## config.mk

```make
export PLATFORM = sky130hd
export DESIGN_NAME = rf_access_arbiter_flat
export DESIGN_NICKNAME = d
export VERILOG_FILES = /design/src/rtl/rf_access_if.sv /design/src/rtl/rf_access_arbiter.sv /design/src/flat_wrapper.sv
export SDC_FILE = /design/constraint.sdc
export NUM_CORES = 1
export LEC_CHECK = 0
export CORE_UTILIZATION = 40
export DETAILED_ROUTE_END_ITERATION = 12
export PLACE_DENSITY = 0.87
export SLEW_MARGIN = 0
export SYNTH_ARGS = -nofsm -noshare
export SYNTH_HDL_FRONTEND = slang
export SYNTH_SLANG_ARGS = --single-unit
```

## constraint.sdc

```tcl
create_clock -name clk_i -period 2.4 [get_ports clk_i]
set_clock_uncertainty 0.15 [all_clocks]
set_input_delay 0.48 -clock clk_i [delete_from_list [all_inputs] [get_ports clk_i]]
set_output_delay 0.48 -clock clk_i [all_outputs]
set_load 0.01 [all_outputs]
```

## src/rtl/rf_access_if.sv

```systemverilog
// Requester and register-file side signals of the register-file access arbiter.
// Each signal name carries its direction as seen from the arbiter.
interface rf_access_if #(
  parameter int unsigned DATA_WIDTH = 32,
  parameter int unsigned ADDR_WIDTH = 5
);
  logic                  req0_i;
  logic                  req1_i;
  logic                  we0_i;
  logic                  we1_i;
  logic [ADDR_WIDTH-1:0] addr0_i;
  logic [ADDR_WIDTH-1:0] addr1_i;
  logic [DATA_WIDTH-1:0] wdata0_i;
  logic [DATA_WIDTH-1:0] wdata1_i;
  logic                  gnt0_o;
  logic                  gnt1_o;
  logic                  done0_o;
  logic                  done1_o;
  logic [DATA_WIDTH-1:0] rdata_o;
  logic                  rf_read_o;
  logic                  rf_write_o;
  logic [ADDR_WIDTH-1:0] rf_addr_o;
  logic [DATA_WIDTH-1:0] rf_wdata_o;
  logic [DATA_WIDTH-1:0] rf_rdata_i;

  // Arbiter side.
  modport slave (
    input  req0_i, req1_i, we0_i, we1_i, addr0_i, addr1_i, wdata0_i, wdata1_i,
    input  rf_rdata_i,
    output gnt0_o, gnt1_o, done0_o, done1_o, rdata_o,
    output rf_read_o, rf_write_o, rf_addr_o, rf_wdata_o
  );

  // Requesters plus register-file model.
  modport master (
    output req0_i, req1_i, we0_i, we1_i, addr0_i, addr1_i, wdata0_i, wdata1_i,
    output rf_rdata_i,
    input  gnt0_o, gnt1_o, done0_o, done1_o, rdata_o,
    input  rf_read_o, rf_write_o, rf_addr_o, rf_wdata_o
  );
endinterface

```

## src/rtl/rf_access_arbiter.sv

```systemverilog
// Round-robin arbiter sharing the register-file access port between two requesters.
// Every grant runs one fixed-length read or write; all outputs are registered.
module rf_access_arbiter #(
  parameter int unsigned DATA_WIDTH = 32,
  parameter int unsigned ADDR_WIDTH = 5,
  parameter int unsigned ACC_CYCLES = 2
) (
  input logic        clk_i,
  input logic        rst_i,
  rf_access_if.slave bus
);

  localparam int unsigned CNT_W = 4;

  if (ACC_CYCLES < 1 || ACC_CYCLES > 15) begin : g_bad_acc_cycles
    $error("rf_access_arbiter: ACC_CYCLES must be within 1..15");
  end

  typedef enum logic [1:0] {
    ST_IDLE   = 2'd0,
    ST_ACCESS = 2'd1,
    ST_DONE   = 2'd2
  } state_e;

  state_e                state_q,    state_d;
  logic [CNT_W-1:0]      cnt_q,      cnt_d;
  logic                  last_q,     last_d;
  logic                  win_q,      win_d;
  logic                  we_q,       we_d;
  logic                  gnt0_q,     gnt0_d;
  logic                  gnt1_q,     gnt1_d;
  logic                  done0_q,    done0_d;
  logic                  done1_q,    done1_d;
  logic                  rf_read_q,  rf_read_d;
  logic                  rf_write_q, rf_write_d;
  logic [ADDR_WIDTH-1:0] rf_addr_q,  rf_addr_d;
  logic [DATA_WIDTH-1:0] rf_wdata_q, rf_wdata_d;
  logic [DATA_WIDTH-1:0] rdata_q,    rdata_d;
  logic                  sel;

  // State and output registers; reset also aborts any transaction in flight.
  always_ff @(posedge clk_i) begin
    if (rst_i) begin
      state_q    <= ST_IDLE;
      cnt_q      <= '0;
      last_q     <= 1'b1;
      win_q      <= 1'b0;
      we_q       <= 1'b0;
      gnt0_q     <= 1'b0;
      gnt1_q     <= 1'b0;
      done0_q    <= 1'b0;
      done1_q    <= 1'b0;
      rf_read_q  <= 1'b0;
      rf_write_q <= 1'b0;
      rf_addr_q  <= '0;
      rf_wdata_q <= '0;
      rdata_q    <= '0;
    end else begin
      state_q    <= state_d;
      cnt_q      <= cnt_d;
      last_q     <= last_d;
      win_q      <= win_d;
      we_q       <= we_d;
      gnt0_q     <= gnt0_d;
      gnt1_q     <= gnt1_d;
      done0_q    <= done0_d;
      done1_q    <= done1_d;
      rf_read_q  <= rf_read_d;
      rf_write_q <= rf_write_d;
      rf_addr_q  <= rf_addr_d;
      rf_wdata_q <= rf_wdata_d;
      rdata_q    <= rdata_d;
    end
  end

  // Next-state logic: arbitrate in IDLE, count the access, pulse DONE.
  always_comb begin
    state_d    = state_q;
    cnt_d      = cnt_q;
    last_d     = last_q;
    win_d      = win_q;
    we_d       = we_q;
    gnt0_d     = 1'b0;
    gnt1_d     = 1'b0;
    done0_d    = 1'b0;
    done1_d    = 1'b0;
    rf_read_d  = rf_read_q;
    rf_write_d = rf_write_q;
    rf_addr_d  = rf_addr_q;
    rf_wdata_d = rf_wdata_q;
    rdata_d    = rdata_q;
    sel        = 1'b0;

    unique case (state_q)
      ST_IDLE: begin
        rf_read_d  = 1'b0;
        rf_write_d = 1'b0;
        if (bus.req0_i || bus.req1_i) begin
          // Contention goes to whoever was not served last.
          sel        = (bus.req0_i && bus.req1_i) ? ~last_q : bus.req1_i;
          win_d      = sel;
          we_d       = sel ? bus.we1_i    : bus.we0_i;
          rf_addr_d  = sel ? bus.addr1_i  : bus.addr0_i;
          rf_wdata_d = sel ? bus.wdata1_i : bus.wdata0_i;
          rf_read_d  = ~we_d;
          rf_write_d = we_d;
          gnt0_d     = ~sel;
          gnt1_d     = sel;
          cnt_d      = CNT_W'(ACC_CYCLES - 1);
          state_d    = ST_ACCESS;
        end
      end
      ST_ACCESS: begin
        if (cnt_q == '0) begin
          if (!we_q) begin
            rdata_d = bus.rf_rdata_i;
          end
          rf_read_d  = 1'b0;
          rf_write_d = 1'b0;
          done0_d    = ~win_q;
          done1_d    = win_q;
          last_d     = win_q;
          state_d    = ST_DONE;
        end else begin
          cnt_d = cnt_q - CNT_W'(1);
        end
      end
      ST_DONE: begin
        state_d = ST_IDLE;
      end
      default: begin
        state_d = ST_IDLE;
      end
    endcase
  end

  assign bus.gnt0_o     = gnt0_q;
  assign bus.gnt1_o     = gnt1_q;
  assign bus.done0_o    = done0_q;
  assign bus.done1_o    = done1_q;
  assign bus.rdata_o    = rdata_q;
  assign bus.rf_read_o  = rf_read_q;
  assign bus.rf_write_o = rf_write_q;
  assign bus.rf_addr_o  = rf_addr_q;
  assign bus.rf_wdata_o = rf_wdata_q;

endmodule

```

## src/flat_wrapper.sv

```systemverilog
// flat-port wrapper written by rule: the top's interface ports become plain ports
module rf_access_arbiter_flat 
#(
  parameter int unsigned DATA_WIDTH = 32,
  parameter int unsigned ADDR_WIDTH = 5,
  parameter int unsigned ACC_CYCLES = 2
)
  (clk_i, rst_i, bus_req0_i, bus_req1_i, bus_we0_i, bus_we1_i, bus_addr0_i, bus_addr1_i, bus_wdata0_i, bus_wdata1_i, bus_rf_rdata_i, bus_gnt0_o, bus_gnt1_o, bus_done0_o, bus_done1_o, bus_rdata_o, bus_rf_read_o, bus_rf_write_o, bus_rf_addr_o, bus_rf_wdata_o);
  rf_access_if #(.DATA_WIDTH(DATA_WIDTH), .ADDR_WIDTH(ADDR_WIDTH)) bus_i ();
  input logic clk_i;
  input logic rst_i;
  input wire logic [$bits(bus_i.req0_i)-1:0] bus_req0_i;
  input wire logic [$bits(bus_i.req1_i)-1:0] bus_req1_i;
  input wire logic [$bits(bus_i.we0_i)-1:0] bus_we0_i;
  input wire logic [$bits(bus_i.we1_i)-1:0] bus_we1_i;
  input wire logic [$bits(bus_i.addr0_i)-1:0] bus_addr0_i;
  input wire logic [$bits(bus_i.addr1_i)-1:0] bus_addr1_i;
  input wire logic [$bits(bus_i.wdata0_i)-1:0] bus_wdata0_i;
  input wire logic [$bits(bus_i.wdata1_i)-1:0] bus_wdata1_i;
  input wire logic [$bits(bus_i.rf_rdata_i)-1:0] bus_rf_rdata_i;
  output wire logic [$bits(bus_i.gnt0_o)-1:0] bus_gnt0_o;
  output wire logic [$bits(bus_i.gnt1_o)-1:0] bus_gnt1_o;
  output wire logic [$bits(bus_i.done0_o)-1:0] bus_done0_o;
  output wire logic [$bits(bus_i.done1_o)-1:0] bus_done1_o;
  output wire logic [$bits(bus_i.rdata_o)-1:0] bus_rdata_o;
  output wire logic [$bits(bus_i.rf_read_o)-1:0] bus_rf_read_o;
  output wire logic [$bits(bus_i.rf_write_o)-1:0] bus_rf_write_o;
  output wire logic [$bits(bus_i.rf_addr_o)-1:0] bus_rf_addr_o;
  output wire logic [$bits(bus_i.rf_wdata_o)-1:0] bus_rf_wdata_o;
  assign bus_i.req0_i = bus_req0_i;
  assign bus_i.req1_i = bus_req1_i;
  assign bus_i.we0_i = bus_we0_i;
  assign bus_i.we1_i = bus_we1_i;
  assign bus_i.addr0_i = bus_addr0_i;
  assign bus_i.addr1_i = bus_addr1_i;
  assign bus_i.wdata0_i = bus_wdata0_i;
  assign bus_i.wdata1_i = bus_wdata1_i;
  assign bus_i.rf_rdata_i = bus_rf_rdata_i;
  assign bus_gnt0_o = bus_i.gnt0_o;
  assign bus_gnt1_o = bus_i.gnt1_o;
  assign bus_done0_o = bus_i.done0_o;
  assign bus_done1_o = bus_i.done1_o;
  assign bus_rdata_o = bus_i.rdata_o;
  assign bus_rf_read_o = bus_i.rf_read_o;
  assign bus_rf_write_o = bus_i.rf_write_o;
  assign bus_rf_addr_o = bus_i.rf_addr_o;
  assign bus_rf_wdata_o = bus_i.rf_wdata_o;
  rf_access_arbiter #(.DATA_WIDTH(DATA_WIDTH), .ADDR_WIDTH(ADDR_WIDTH), .ACC_CYCLES(ACC_CYCLES)) u_core (.clk_i(clk_i), .rst_i(rst_i), .bus(bus_i));
endmodule
```

# After elaboration in Yosys (flattened, before gate mapping)
# Index checks and enable logic that the tools add are counted.
[word_totals] register_bits=84
[op_classes] add_sub_neg=1 n_eq_ne=4 muxes=15 bitwise=9 n_reduce_logical=13
[op_table] cell="$mux 32" count=1
[op_table] cell="$not 1->1" count=9
[op_table] cell="$mux 4" count=2
[op_table] cell="$pmux 4 s2" count=1
[op_table] cell="$reduce_and 2->1" count=4
[op_table] cell="$reduce_and 3->1" count=2
[op_table] cell="$reduce_or 3->1" count=2
[op_table] cell="$mux 1" count=5
[op_table] cell="$mux 5" count=1
[op_table] cell="$logic_not 4->1" count=1
[op_table] cell="$mux 2" count=2
[op_table] cell="$ne 2x1->1 const B" count=2
[op_table] cell="$pmux 1 s2" count=2
[op_table] cell="$pmux 2 s2" count=1
[op_table] cell="$sub 4x1->4 const B" count=1
[op_table] cell="$eq 2x1->1 const B" count=1
[op_table] cell="$logic_not 2->1" count=1
[op_table] cell="$ne 2x2->1 const B" count=1
[op_table] cell="$reduce_bool 2->1" count=1
[op_table] cell="$logic_and 1x1->1" count=1
[op_table] cell="$logic_or 1x1->1" count=1

# Depth between registers and ports, before layout
[logic_depth] word_depth=6 ltp_mapped=7 mapped_depth_nobuf=5

# Worst setup path after synthesis
# OpenSTA, ideal clock, no wires.
[synth_timing] path_type="reg2reg" start="reg u_core.cnt_q[0]" end="reg u_core.rdata_q[10] (netlist: u_core.bus.rdata_o[10])" arrival_ps=1477 setup_slack_ps=640 path_stages_with_launch=8 path_buffers=2 synth_period_minus_slack_ps=1760 cell_sequence="dfxtp_1 -> inv_1 -> ha_1 -> or3b_1 -> buf_2 -> buf_2 -> o31ai_1 -> a21oi_1"
[synth_via] elab_chain_cells=2
[synth_rtl] item="from (decl)" line="rf_access_arbiter.sv:26" source="logic [CNT_W-1:0] cnt_q, cnt_d;"
[synth_rtl] item="from (signal assigned)" line="rf_access_arbiter.sv:60" source="cnt_q <= cnt_d;"
[synth_rtl] item="$logic_not 4->1" line="rf_access_arbiter.sv:114" source="if (cnt_q == '0) begin"
[synth_rtl] item="$reduce_and 3->1 (no source line)"
[synth_rtl] item="to (signal assigned)" line="rf_access_arbiter.sv:72" source="rdata_q <= rdata_d;"
[synth_rtl] item="to (decl)" line="rf_access_arbiter.sv:38" source="logic [DATA_WIDTH-1:0] rdata_q, rdata_d;"
# Every way passes these cells.
# A chain may end at the register's enable or synchronous reset.

# Worst setup path after layout
[layout_timing] start="reg u_core.cnt_q[0]" end="reg u_core.rdata_q[27] (netlist: u_core.bus.rdata_o[27])"
# Same word-level chain as after synthesis.

==> results.py <==
metrics = {
    "run_status": {
        "outcome": "finished clean",
    },
    "sta": {
        "setup_viol": 0,
        "finalHoldViolations": 0,
        "timing.setup.tns_ns": 0,
        "fin_crit_sh_pct": 86.0,
        "slew-limit-headroom_pct": 62.6,
        "worst_pin_slew_ns": 0.562,
        "fmax_mhz": 484,
        "drv_slew": 0,
        "holdWs_ns": 0.320,
        "rsz0062_at_grt": "false",
        "period_needed_ns": 2.06,
    },
    "floorplanning": {
        "fp.dieH_um": 97.4,
        "rows": 34,
        "start_util_pct": 41.5,
        "core_um2": 8760,
        "die_area_um2": 9480,
        "io_pins": 187,
        "fp.dieW_um": 97.4,
    },
    "pwr": {
        "peakVddDrop_mv": 0.400,
        "pwr-share-clk_pct": 28.1,
        "leakage_nw": 2.18,
        "swShare_pct": 28.9,
        "combPwrFrac_pct": 28.9,
        "net-switching-power_mw": 1.10,
        "seq_power_share_pct": 42.9,
        "p_int_mw": 2.71,
        "power_mw": 3.81,
        "power_density_nw_per_um2": 660,
    },
    "worst_setup_path": {
        "cp_slowest_cell": "or3b_1",
        "critPathCaptureType": "flip-flop",
        "crit_chain": "inv_1 > ha_1 > or3b_1 > buf_12 > o31ai_1 > a21oi_1",
        "cp.arrival_ns": 2.15,
        "path_class": "reg -> reg",
        "path_max_fanout": 28,
        "max_stage_delay_ns": 0.55,
        "cp-start-kind": "flip-flop",
        "required_ns": 2.49,
        "cp_top_family": "simple AND/OR/NAND/NOR gates",
        "cp.buffers_inverters": 2,
    },
    "cells_and_area": {
        "final_util_pct": 65.9,
        "drive_gt1_share_pct": 6.79,
        "antenna_cells": 0,
        "nets": 670,
        "final_cell_area_um2": 5770,
        "synthToLayoutAreaGrowth_pct": 58.7,
    },
    "cts": {
        "htree_levels": 3,
        "root_buffer": "clkbuf_8",
        "clkSinkCount": 84,
        "cts_resized": 0,
        "clkTransAtPathRegs_ns": 0.08,
        "cts_tree": "yes",
        "postCtsSetupRepairBufs": 0,
        "holdBufCountCts": 0,
        "clk_latency_ns": 0.35,
        "cts_buffers": 9,
        "cts.path.max_buffers": 2,
    },
    "synthesis": {
        "synth_top_cell_area_share_pct": 46.2,
        "ys_top_cells_by_count": "84 x dfxtp_1, 41 x inv_1, 39 x a21oi_1, 39 x nor3_1, 37 x a221o_1",
        "synth_nets": 501,
        "syn_area_um2": 3640,
        "ys_top_cells_by_area": "dfxtp_1 46%, a221o_1 10%, nand4b_1 7.7%",
        "ys_types": 42,
        "synth_most_common_cell": "dfxtp_1",
        "yosys.area.top_type": "dfxtp_1",
        "synth-async-reset-ratio_pct": 0,
        "ys_seq_elements": 84,
        "syn_inst": 387,
        "avgSynthCellArea_um2": 9.40,
        "synth-edff-count": 0,
        "synthFlopType": "dfxtp_1",
        "synth_warnings": 0,
        "yosysSeqAreaShare_pct": 46.2,
    },
    "route": {
        "ant_nets": 0,
        "initialDrtViolationCount": 176,
        "routed_wirelength_um": 11300,
        "wl_per_cell_um": 16.8,
        "avgViaCountPerCell": 5.58,
        "dr.pass1.iters": 5,
        "dr_total_vias": 3728,
        "drc": 0,
    },
    "global_route": {
        "antenna_found_initial": 0,
        "grt_pass1_wl_um": 18000,
        "grt_pass1_vias": 3679,
        "grt_use_total_pct": 23.4,
        "gr-total-overflow": 0,
        "grt_max_degree": 39,
    },
    "worst_hold_path": {
        "hp-class": "reg -> reg",
    },
    "placed_design": {
        "hpwl_um": 8210,
        "gp_congestion": 0.816,
        "portBuffers": 186,
        "postPlaceCellArea_um2": 5570,
    },
    "flow_run": {
        "drv_cap": 0,
    },
}
-- metal layers --
metal | global-route usage (%) | wire length (µm) | vias to the layer above | share of wire [%]
met1 | 27.0 | 4440 | 1748 | 39
met5 | 0 | 0 | - | 0
met2 | 41.9 | 5750 | 171 | 51
met3 | 5.11 | 785 | 24 | 7.0
li1 | - | - | 1785 | -
met4 | 9.05 | 280 | 0 | 2.5
-- area by class of cell --
| class | count | area [µm²] |
|---|---|---|
| clock buffers | 10 | 128 |
| clock inverters | 5 | 77.6 |
| fillers | 695 | 2990 |
| inverters | 41 | 154 |
| multi-input cells | 218 | 1580 |
| flip-flops and latches | 84 | 1680 |
| well taps | 108 | 135 |
| repair buffers | 202 | 2020 |
-- placed cells by master, fill, tap and decap left out, drive strengths merged, types with 2 or more instances in the layout --
| cell | synthesis | final |
|---|---|---|
| nor3b | 2 | 2 |
| ha | 2 | 2 |
| clkinv | 0 | 2 |
| nand2 | 4 | 4 |
| o31ai | 33 | 33 |
| buf | 19 | 16 |
| inv | 41 | 41 |
| a221o | 37 | 37 |
| nand3 | 2 | 2 |
| clkdlybuf4s50 | 0 | 186 |
| o21ai | 4 | 4 |
| or3 | 3 | 3 |
| a21oi | 39 | 39 |
| nor2 | 3 | 3 |
| dfxtp | 84 | 84 |
| or4 | 2 | 2 |
| or2 | 2 | 2 |
| bufinv | 0 | 2 |
| clkbuf | 25 | 10 |
| nand4b | 32 | 32 |
| nor3 | 39 | 39 |
-- through the flow --
step           cells  setup slack [ns]
2_1_floorplan    387             0.640
3_3_place_gp     653             0.288
3_5_place_dp     653             0.225
4_1_cts          668             0.362
5_1_grt          668             0.223
6_report         668             0.336
-- worst register-to-register path, cell delays in order (launching register included) --
cell and delay, ns:
dfxtp_1 0.32, inv_1 0.11, ha_1 0.17, or3b_1 0.55, buf_12 0.25, o31ai_1 0.29
a21oi_1 0.12
-- path summary, 6_finish.rpt --
check,from,to,slack (ns),cells after the start
max,u_core.cnt_q[0]$_SDFFE_PP0P_,u_core.bus.rdata_o[27]$_SDFFE_PP0P_,0.34,6
min,u_core.bus.rdata_o[25]$_SDFFE_PP0P_,u_core.bus.rdata_o[25]$_SDFFE_PP0P_,0.32,2
max reg2reg,u_core.cnt_q[0]$_SDFFE_PP0P_,u_core.bus.rdata_o[27]$_SDFFE_PP0P_,0.34,6
min reg2reg,u_core.bus.rdata_o[25]$_SDFFE_PP0P_,u_core.bus.rdata_o[25]$_SDFFE_PP0P_,0.32,2
-- power groups by stage --
stage / clock, mW / sequential, mW / combinational, mW
floorplan: 0 / 1.70 / 0.498
global placement: 0 / 1.66 / 1.07
detailed placement: 0 / 1.67 / 1.10
CTS: 1.09 / 1.64 / 1.10
global route: 1.15 / 1.66 / 1.18
finish: 1.07 / 1.64 / 1.10
-- kinds of logic (layout without fill, tap and decap cells) --
kind of cell,count (synthesis),after routing,share of synthesized area [%]
compound gates,120,120,24.5
buf+inv,85,258,11.0
simple gates,95,95,17.3
mux,1,1,0.275
fa+ha+maj,2,2,0.688
flops,84,84,46.2
-- flip-flops by register name (all words and copies together), names as in the netlist, 2 cells and up --
name / flops
u_core.bus.rf_addr_o: 5
u_core.bus.rf_wdata_o: 32
u_core.state_q: 2
u_core.bus.rdata_o: 32
u_core.cnt_q: 4
No activity file was read; power rests on OpenSTA's default activity.
